### src/rtl/mult_control.sv
// Sequencing FSM for a shift-add multiplier: IDLE -> LOAD -> CALC x ITERATIONS -> DONE.
// Optional macro MULT_CTRL_EARLY_DONE_EN ends CALC as soon as the B register reads zero.
module mult_control #(
    parameter int ITERATIONS = 32,
    parameter int CNT_W      = 6
) (
    input  logic             Clock,
    input  logic             Reset,
    input  logic             iStart,
    input  logic             iB_LSB,
    input  logic             iB_Zero,
    output logic             a_sel,
    output logic             b_sel,
    output logic             prod_sel,
    output logic             add_sel,
    output logic             Shift_Enable,
    output logic             oBusy,
    output logic             oDone,
    output logic [CNT_W-1:0] oCount
);

    typedef enum logic [1:0] {
        IDLE = 2'd0,
        LOAD = 2'd1,
        CALC = 2'd2,
        DONE = 2'd3
    } state_t;

    localparam logic [CNT_W-1:0] LAST_COUNT = CNT_W'(ITERATIONS - 1);

    state_t           state;
    state_t           next_state;
    logic [CNT_W-1:0] next_count;
    logic             next_shift;
    logic             early_exit;
    logic             calc_exit;

`ifdef MULT_CTRL_EARLY_DONE_EN
    assign early_exit = iB_Zero;
`else
    logic unused_b_zero;
    assign unused_b_zero = iB_Zero;
    assign early_exit    = 1'b0;
`endif

    // The counter is never incremented on the exit cycle, so it saturates at its final value.
    assign calc_exit = (oCount == LAST_COUNT) || early_exit;

    always_ff @(posedge Clock) begin
        if (Reset) begin
            state        <= IDLE;
            oCount       <= '0;
            Shift_Enable <= 1'b0;
        end else begin
            state        <= next_state;
            oCount       <= next_count;
            Shift_Enable <= next_shift;
        end
    end

    always_comb begin
        next_state = state;
        next_count = oCount;
        next_shift = Shift_Enable;
        a_sel      = 1'b0;
        b_sel      = 1'b0;
        prod_sel   = 1'b0;
        add_sel    = 1'b1;
        oBusy      = 1'b0;
        oDone      = 1'b0;
        case (state)
            IDLE: begin
                if (iStart) begin
                    next_state = LOAD;
                    next_count = '0;
                end
            end
            LOAD: begin
                a_sel      = 1'b1;
                b_sel      = 1'b1;
                prod_sel   = 1'b1;
                oBusy      = 1'b1;
                next_count = '0;
                next_state = CALC;
            end
            CALC: begin
                oBusy      = 1'b1;
                add_sel    = ~iB_LSB;
                next_shift = ~Shift_Enable;
                if (calc_exit) begin
                    next_state = DONE;
                end else begin
                    next_count = oCount + 1'b1;
                end
            end
            DONE: begin
                oDone      = 1'b1;
                next_state = IDLE;
            end
            default: begin
                next_state = IDLE;
            end
        endcase
    end

endmodule

### config.mk
export PLATFORM = sky130hd
export DESIGN_NAME = mult_control
export DESIGN_NICKNAME = d
export VERILOG_FILES = /design/src/rtl/mult_control.sv
export SDC_FILE = /design/constraint.sdc
export NUM_CORES = 1
export LEC_CHECK = 0
export CAP_MARGIN = 20
export CORE_AREA = 2 2 39 41
export CTS_BUF_LIST = sky130_fd_sc_hd__clkbuf_8
export DETAILED_ROUTE_END_ITERATION = 8
export DIE_AREA = 0 0 41 43
export PLACE_DENSITY = 0.76
export RECOVER_POWER = 100
export SYNTH_ARGS = -nofsm -noshare
export SYNTH_HDL_FRONTEND = slang
export SYNTH_SLANG_ARGS = --single-unit
### constraint.sdc
create_clock -name Clock -period 3.75 [get_ports Clock]
set_input_delay 0.5625 -clock Clock [delete_from_list [all_inputs] [get_ports Clock]]
set_output_delay 0.5625 -clock Clock [all_outputs]
set_load 0.01 [all_outputs]
### Word level (Yosys, flattened, before mapping)

Index checks and enable logic that the tools add are counted.

| operators by class | value |
|---|---|
| add/sub/neg operators | 1 |
| equal/unequal tests | 7 |
| mux-type cells | 10 |
| bitwise logic cells | 2 |
| reduce and logical (&&, ||, !) cells | 5 |

Operators with widths:

| cell | number |
|---|---|
| 6-bit case mux with 3 select lines | 1 |
| 6-bit 2-to-1 mux | 2 |
| 2-bit case mux with 4 select lines | 1 |
| 6-bit by 1-bit adder with 6-bit output (second input constant) | 1 |
| 6-bit by 5-bit equality test with 1-bit output (second input constant) | 1 |
| 2-bit != test (second input constant) | 3 |
| 2-bit equality test (second input constant) | 2 |
| 1-bit 2-to-1 mux | 4 |
| 2-bit 2-to-1 mux | 2 |
| 3-bit AND reduction | 1 |
| 3-bit nonzero test | 1 |
| 2-bit by 1-bit equality test with 1-bit output (second input constant) | 1 |
| 2-bit logical NOT | 1 |
| 1-bit NOT | 2 |
| 2-bit AND reduction | 1 |
| 2-bit OR reduction | 1 |

| word-level totals | value |
|---|---|
| bits in registers | 9 |
| input port bits | 5 |
| output and inout bits | 13 |
| logic and storage cells | 28 |

### Longest topological paths before layout

Gate-level depths: netlist of run 1.

| depth | value |
|---|---|
| depth in word-level cells | 3 |
| mapped depth | 6 |
| mapped depth without buffers | 6 |

### Worst setup path before layout of run 1

OpenSTA, ideal clock, no wires.

| timing path | value |
|---|---|
| kind | register to output |
| start | register state[0] |
| end | output port add_sel |
| data arrival time | 1.000 ns |
| data required time | 3.188 ns |
| slack | 2.187 ns |
| stages on the path, launching flop included | 5 |
| path buffers | 1 |
| cells stage by stage | dfxtp_1 > inv_1 > ha_1 > buf_2 > nand2_1 |

| on the way | value |
|---|---|
| word-level cells in the longest chain between the ends | 2 |

RTL lines:

| what | RTL line | RTL |
|---|---|---|
| start, declared | 31 | `state_t state;` |
| start signal, assigned | 55 | `state <= next_state;` |
| 2-bit equality test | 71 | `case (state)` |
| 1-bit 2-to-1 mux | 71 |  |
| end, declared | 15 | `output logic add_sel,` |

Every way passes these cells.

### Worst setup path in the final report of run 1

Same ends and word-level chain as after synthesis.

==> results of run 1 <==
==> where the power goes <==
| part | internal, µW | total [µW] | switching, µW |
|---|---|---|---|
| clock | 71.3 | 110 | 38.4 |
| combinational | 92.2 | 190 | 98.0 |
| sequential | 110 | 124 | 13.5 |
| total | 274 | 423 | 150 |
==> critical path, cell delays in order, from the launching register on <==
cell	delay [ns]
dfxtp_1	0.34
inv_1	0.11
ha_1	0.47
nand2_1	0.08
dlygate4sd3_1	0.62
==> logic make-up (layout without fill, tap and decap cells) <==
family | Yosys count | after routing
simple gates | 24 | 24
compound gates | 14 | 14
flops | 9 | 9
buf+inv | 8 | 24
fa+ha+maj | 6 | 6
xor+xnor | 1 | 1
mux | 1 | 1
==> placed cells by master (no fill, tap or decap), drive strengths merged, types with 2 or more instances in the layout <==
cell type      synthesis  layout
clkbuf                 1       3
nor2                   2       2
nand2                  4       4
nand2b                 3       3
nand3                  3       3
a21oi                  6       6
inv                    4       5
o32ai                  3       3
dlygate4sd3            0      13
nor2b                  2       2
or3                    3       3
clkdlybuf4s50          0       3
nor3                   2       2
ha                     6       6
dfxtp                  9       9
==> through the flow <==
| stage | instance area (µm²) | util | total power (µW) |
|---|---|---|---|
| after floorplan | 586.8 | - | 281.5 |
| after global placement | 743.2 | 0.5371 | 346.5 |
| after detailed placement | 743.2 | 0.5371 | 352.0 |
| after CTS | 788.3 | 0.5696 | 462.5 |
| after global routing | 758.2 | 0.5479 | 452.6 |
| final | 758.2 | 0.5479 | 423.4 |
==> cell type report <==
| cell class | instances | share of cell area |
|---|---|---|
| Multi-Input combinational cell | 46 | 0.4455 |
| Sequential cell | 9 | 0.2376 |
| Timing Repair Buffer | 16 | 0.2112 |
| Clock buffer | 3 | 0.05446 |
| Tap cell | 16 | 0.02640 |
| Inverter | 4 | 0.01980 |
| Clock inverter | 1 | 0.004950 |
==> per-layer routing <==
| metal | vias to the layer above | share of wire | track usage |
|---|---|---|---|
| met5 | - | 0 | 0 |
| met1 | 226 | 0.41 | 0.1759 |
| met3 | 4 | 0.043 | 0.03141 |
| met4 | 0 | 0.036 | 0.1400 |
| met2 | 14 | 0.51 | 0.2188 |
| li1 | 256 | - | - |
==> how the worst max path moves through the flow <==
stage	slack [ns]	cells after the start	from	to
after floorplan	2.19	4	state[0]$_SDFFE_PP0P_	add_sel
after global placement	1.63	3	iB_LSB	add_sel
after detailed placement	1.62	4	state[0]$_SDFFE_PP0P_	add_sel
after CTS	1.37	4	state[0]$_SDFFE_PP0P_	add_sel
after global routing	1.20	4	state[0]$_SDFFE_PP0P_	add_sel
final	1.34	4	state[0]$_SDFFE_PP0P_	add_sel
==> registers in the layout, summed over array words and instances (netlist names) <==
| register | cells |
|---|---|
| oCount | 6 |
| Shift_Enable | 1 |
| state | 2 |
==> impl_results.md, run 1 <==
* Mux share of post-synthesis cell area at 0.01706
* Unrepaired setup endpoints after global routing: false
* Endpoint of the worst-slack reg-to-reg timing path: oCount[5]$_SDFFE_PP0P_
* Worst Hold Slack at slightly below 0.5 ns
* Number of buffers created by CTS at 3
* Final setup fails at 0
* Arithmetic-cell share of the synthesized area counting full adders, half adders and majority gates at 0.1279
* Count of yosys warnings during synthesis at 0
* Result of the run: finished, final reports clean
* Final estimated routing congestion in global placement at between 0.7 and 0.8
* Yosys cell types at 30
* Starting utilization of the core area at 0.4241
* Clock Path Buffers at 2
* FMAX at between 400 and 500 MHz
* Iteration-0 DRC Markers at 18
* Number of cells on the worst hold path at 2
* Share of synthesized cell area in and, or, nand and nor gates at 0.2601
* Worst-case register-to-register setup slack at about 1.7 ns
* Number of standard cells after synthesis at 63
* Count of final hold-check violations at 0
* FF-to-FF path depth at 6
* Cell area after synthesis at around 590 µm²
* Critical Path End Type: output pin
* Power per Cell Area at around 560 nW/µm²
* Combinational family with the most area after synthesis: simple AND/OR/NAND/NOR gates
* Worst hold path type: flop to flop
* Core region area at approximately 1400 µm²
* Number of instances resized during post-cts repair at 0
* VDD IR max at 0.2289 mV
* Port Buffers at 16
* Count of state elements after synthesis at 9
* Most numerous cell in the Yosys netlist: dfxtp_1
* Hold Buf Count CTS at 0
* Worst min-delay path endpoint: oCount[1]$_SDFFE_PP0P_
* Average cell area after synthesis at 9.314 µm²
* Total wirelength of the detailed-routed design at about 1.2 mm
* Primary FF master, synth: dfxtp_1
* Sink count of the clock tree at 9
* Count of fill cells added during filler insertion at about 140
* Fraction of layout instances using a drive strength above 1 at 0.1266
* DP Cell Count at about 90
* Number of top-level pins at 18
* Post-Route Setup TNS at 0 ns
* Via count of the routed design at 500
* Overall global routing resource usage at 0.1522
* CTS tree: built
* Startpoint of the lowest-slack register-to-register path: state[0]$_SDFFE_PP0P_
* Routed wirelength normalized by instance count at between 10 and 15 µm
* Vias in the first global route at ~440
* EDFF count, synth at 0
* Seq/Total Area, Yosys at 0.3070
* Fin nets at a little over 90
* Final std cells w/o fill at 95
* Period utilization at 0.6419
* Post-synthesis net count at 74
* Setup clock skew after layout at 0.003299 ns
* Worst skew pair latency at between 0.2 and 0.25 ns
* Minimum clock period after layout at 2.407 ns
* First-pass GRT wire length at roughly 1.7 mm
* Leading area contributor after synthesis: dfxtp_1
* Die outline area at between 1500 and 2000 µm²
* Layout overhead on the synthesized area at 29.21%
* Slew at the pin with the worst max-slew slack at between 0.4 and 0.5 ns
* Synth top area share at 0.3070
* Root buffer cell: clkbuf_8
* Worst setup margin at roughly 1.3 ns
* Largest fanout on the critical path at 14
* Synth top area cells: dfxtp_1 (31%), ha_1 (13%), a21oi_1 (5.1%), a311oi_4 (4.5%), nand2b_1 (3.2%)
* Type of origin of the critical path: flop
* Die W at 41 µm
* Site row count at 14
* CP Class: flop to output pin
* Hold Crit Start: oCount[1]$_SDFFE_PP0P_
* Clock-pin slew on the worst setup and hold paths at ~0.050 ns
* Pin count of the biggest net entering global routing at 15
* Deepest level of the CTS H-tree at 1
* Share of flip-flops with an asynchronous set or reset at 0
* Die H at between 40 and 50 µm
* Total leakage power at approximately 0.00031 µW
* Leftover overflow at the end of global routing at 0
* Max-cap violation count at 0
* Worst slew margin at 0.6709
* Required time worst endpoint at approximately 3.2 ns
* Most instantiated cells after synthesis: dfxtp_1 (9), a21oi_1 (6), ha_1 (6)
* Remaining antenna violation count after routing at 0
* Count of inserted antenna diode cells at 0
* Post-CTS Setup Bufs at 0
* Arr. time, crit path at 1.84 ns
* Pins over their slew limit at 0
* Multi-input gate area in the final layout at roughly 340 µm²
* Remaining DRCs at 0
* Number of antenna violations at the first check in global routing at 0
* Share of the synthesized area in compound gates (AO/OA/AOI/OAI) at 0.2068
* Number of iterations in the first detailed-routing pass at 4
* Number of vias per cell at about 5.3
* Xor/xnor cell area share of the yosys netlist at 0.01493
* Post-Place Worst Slack at 1.616 ns
* Total area of sequential cells at ~180 µm²
Power figures use the tool's default switching activity.
==> run 2, diff against run 1 <==
Settings changed: CORE_AREA 2 2 39 41 to not set, CORE_MARGIN set to 2, CORE_UTILIZATION set to 42, DIE_AREA 0 0 41 43 to not set.
Clock period 3.75 ns to 2.2 ns, I/O delays scaled along.
==> impl_results.md, run 2 (same netlist as run 1, synthesis figures left out) <==
* Unrepaired setup endpoints after global routing: false
* Sink count of the clock tree at 9
* Hold Buf Count CTS at 0
* Iteration-0 DRC Markers at 2
* Count of fill cells added during filler insertion at around 120
* Power per Cell Area at roughly 950 nW/µm²
* Pin count of the biggest net entering global routing at 15
* Leftover overflow at the end of global routing at 0
* First-pass GRT wire length at around 1.6 mm
* Clock-pin slew on the worst setup and hold paths at ~0.050 ns
* Overall global routing resource usage at 0.1457
* Post-CTS Setup Bufs at 0
* Minimum clock period after layout at between 1.5 and 2 ns
* Largest fanout on the critical path at 4
* Remaining DRCs at 0
* Switch Pwr at between 200 and 300 µW
* Number of antenna violations at the first check in global routing at 0
* Most frequent cells in the layout: dlygate4sd3_1 (13), dfxtp_1 (9), a21oi_1 (6), ha_1 (6), inv_1 (5)
* Count of final hold-check violations at 0
* Multi-input gate area in the final layout at 365.4 µm²
* Port Buffers at 16
* Fin nets at slightly above 90
* Pins over their slew limit at 0
* FMAX at between 500 and 600 MHz
* Number of iterations in the first detailed-routing pass at 3
* Worst skew pair latency at between 0.2 and 0.25 ns
* Max-cap violation count at 0
* Final setup fails at 0
* Combinational group share of total power at 0.469
* Result of the run: finished, final reports clean
* Routed wirelength normalized by instance count at 11.20 µm
* Leading cell type in the layout, fill and taps excluded: dlygate4sd3_1
* Number of top-level pins at 18
* Number of buffers created by CTS at 3
* Worst slew margin at 0.6167
* Via count of the routed design at ~490
* Pint at around 480 µW
* Slew at the pin with the worst max-slew slack at 0.5749 ns
* Site row count at 13
* Count of inserted antenna diode cells at 0
* Final estimated routing congestion in global placement at approximately 0.73
* Switching part of the total power at 0.3567
* Remaining antenna violation count after routing at 0
* Die W at 41.38 µm
* Reg power frac at 0.280
* Worst hold path type: flop to flop
* Die H at roughly 41 µm
* Root buffer cell: clkbuf_8
* Fraction of layout instances using a drive strength above 1 at 0.1500
* Flip-flop count of the largest register after layout at 6
* Starting utilization of the core area at 0.4510
* Arr. time, crit path at 1.61 ns
* Largest register by flop count: oCount
* Post-detailed-placement half-perimeter wirelength at approximately 800 µm
* CTS tree: built
* Final core utilization at 0.6058
* Period utilization at 0.8818
* Type of origin of the critical path: flop
* Core region area at ~1300 µm²
* Post-layout instance area at about 790 µm²
* Power Total at approximately 750 µW
* Clock share of power at 0.252
* Setup clock skew after layout at 0.004253 ns
* Post-Route Setup TNS at 0 ns
* Placement Cell Area at ~750 µm²
* Total leakage power at between 0.0003 and 0.0004 µW
* Vias in the first global route at a little over 400
* VDD IR max at ~0.7 mV
* Layout overhead on the synthesized area at 34.33%
* Critical Path End Type: output pin
* Deepest level of the CTS H-tree at 1
* Number of vias per cell at 5.189
* Number of instances resized during post-cts repair at 0
* Registers with the most flip-flops: oCount: 6 flops, state: 2 flops, Shift_Enable: 1 flops
* Total wirelength of the detailed-routed design at 1.064 mm
* Clock Path Buffers at 2
* Die outline area at approximately 1700 µm²
* CP Class: flop to output pin
* Total area of sequential cells at 180.2 µm²
* Required time worst endpoint at 1.87 ns
## run 2: metrics by stage
| stage | setup slack [ns] | cells | hold WS (ns) |
|---|---|---|---|
| global route | 0.1886 | 95 | 0.5453 |
| CTS | 0.3153 | 95 | 0.4959 |
| global placement | 0.5180 | 91 | 0.4757 |
| finish | 0.2600 | 95 | 0.4978 |
| detailed placement | 0.5183 | 91 | 0.4884 |
| floorplan | 0.6439 | 63 | 0.4819 |
## run 2: power by group through the flow
stage	Combinational, µW	Sequential, µW	Clock, µW
2_1_floorplan	265	215	0
3_3_place_gp	383	213	0
3_5_place_dp	383	214	0
4_1_cts	385	211	194
5_1_grt	397	213	200
6_report	352	210	189
## run 2: final cells by class
class	count	area share
Multi-Input combinational cell	46	0.4635
Sequential cell	9	0.2286
Timing Repair Buffer	17	0.2079
Clock buffer	3	0.05238
Tap cell	15	0.02381
Inverter	4	0.01905
Clock inverter	1	0.004762
## run 2: worst max-delay path: stages (launching register included)
cell and delay, ns:
dfxtp_1 0.37, inv_1 0.09, ha_1 0.31, dlygate4sd3_1 0.60
## run 2: per-layer routing
layer,vias up,GRT usage,wire (µm)
li1,258,-,-
met1,219,0.1954,507
met2,14,0.1953,472
met3,2,0.03191,54
met4,0,0.1210,29
met5,-,0,0
## run 2: path summary, 6_finish.rpt
path                                             start                endpoint  slack, ns  cells past startpoint
worst max-delay path             state[0]$_SDFFE_PP0P_                   oBusy       0.26                      3
worst min-delay path            oCount[1]$_SDFFE_PP0P_  oCount[1]$_SDFFE_PP0P_       0.50                      2
worst max register to register   state[0]$_SDFFE_PP0P_  oCount[5]$_SDFFE_PP0P_       0.33                      6
worst min register to register  oCount[1]$_SDFFE_PP0P_  oCount[1]$_SDFFE_PP0P_       0.50                      2
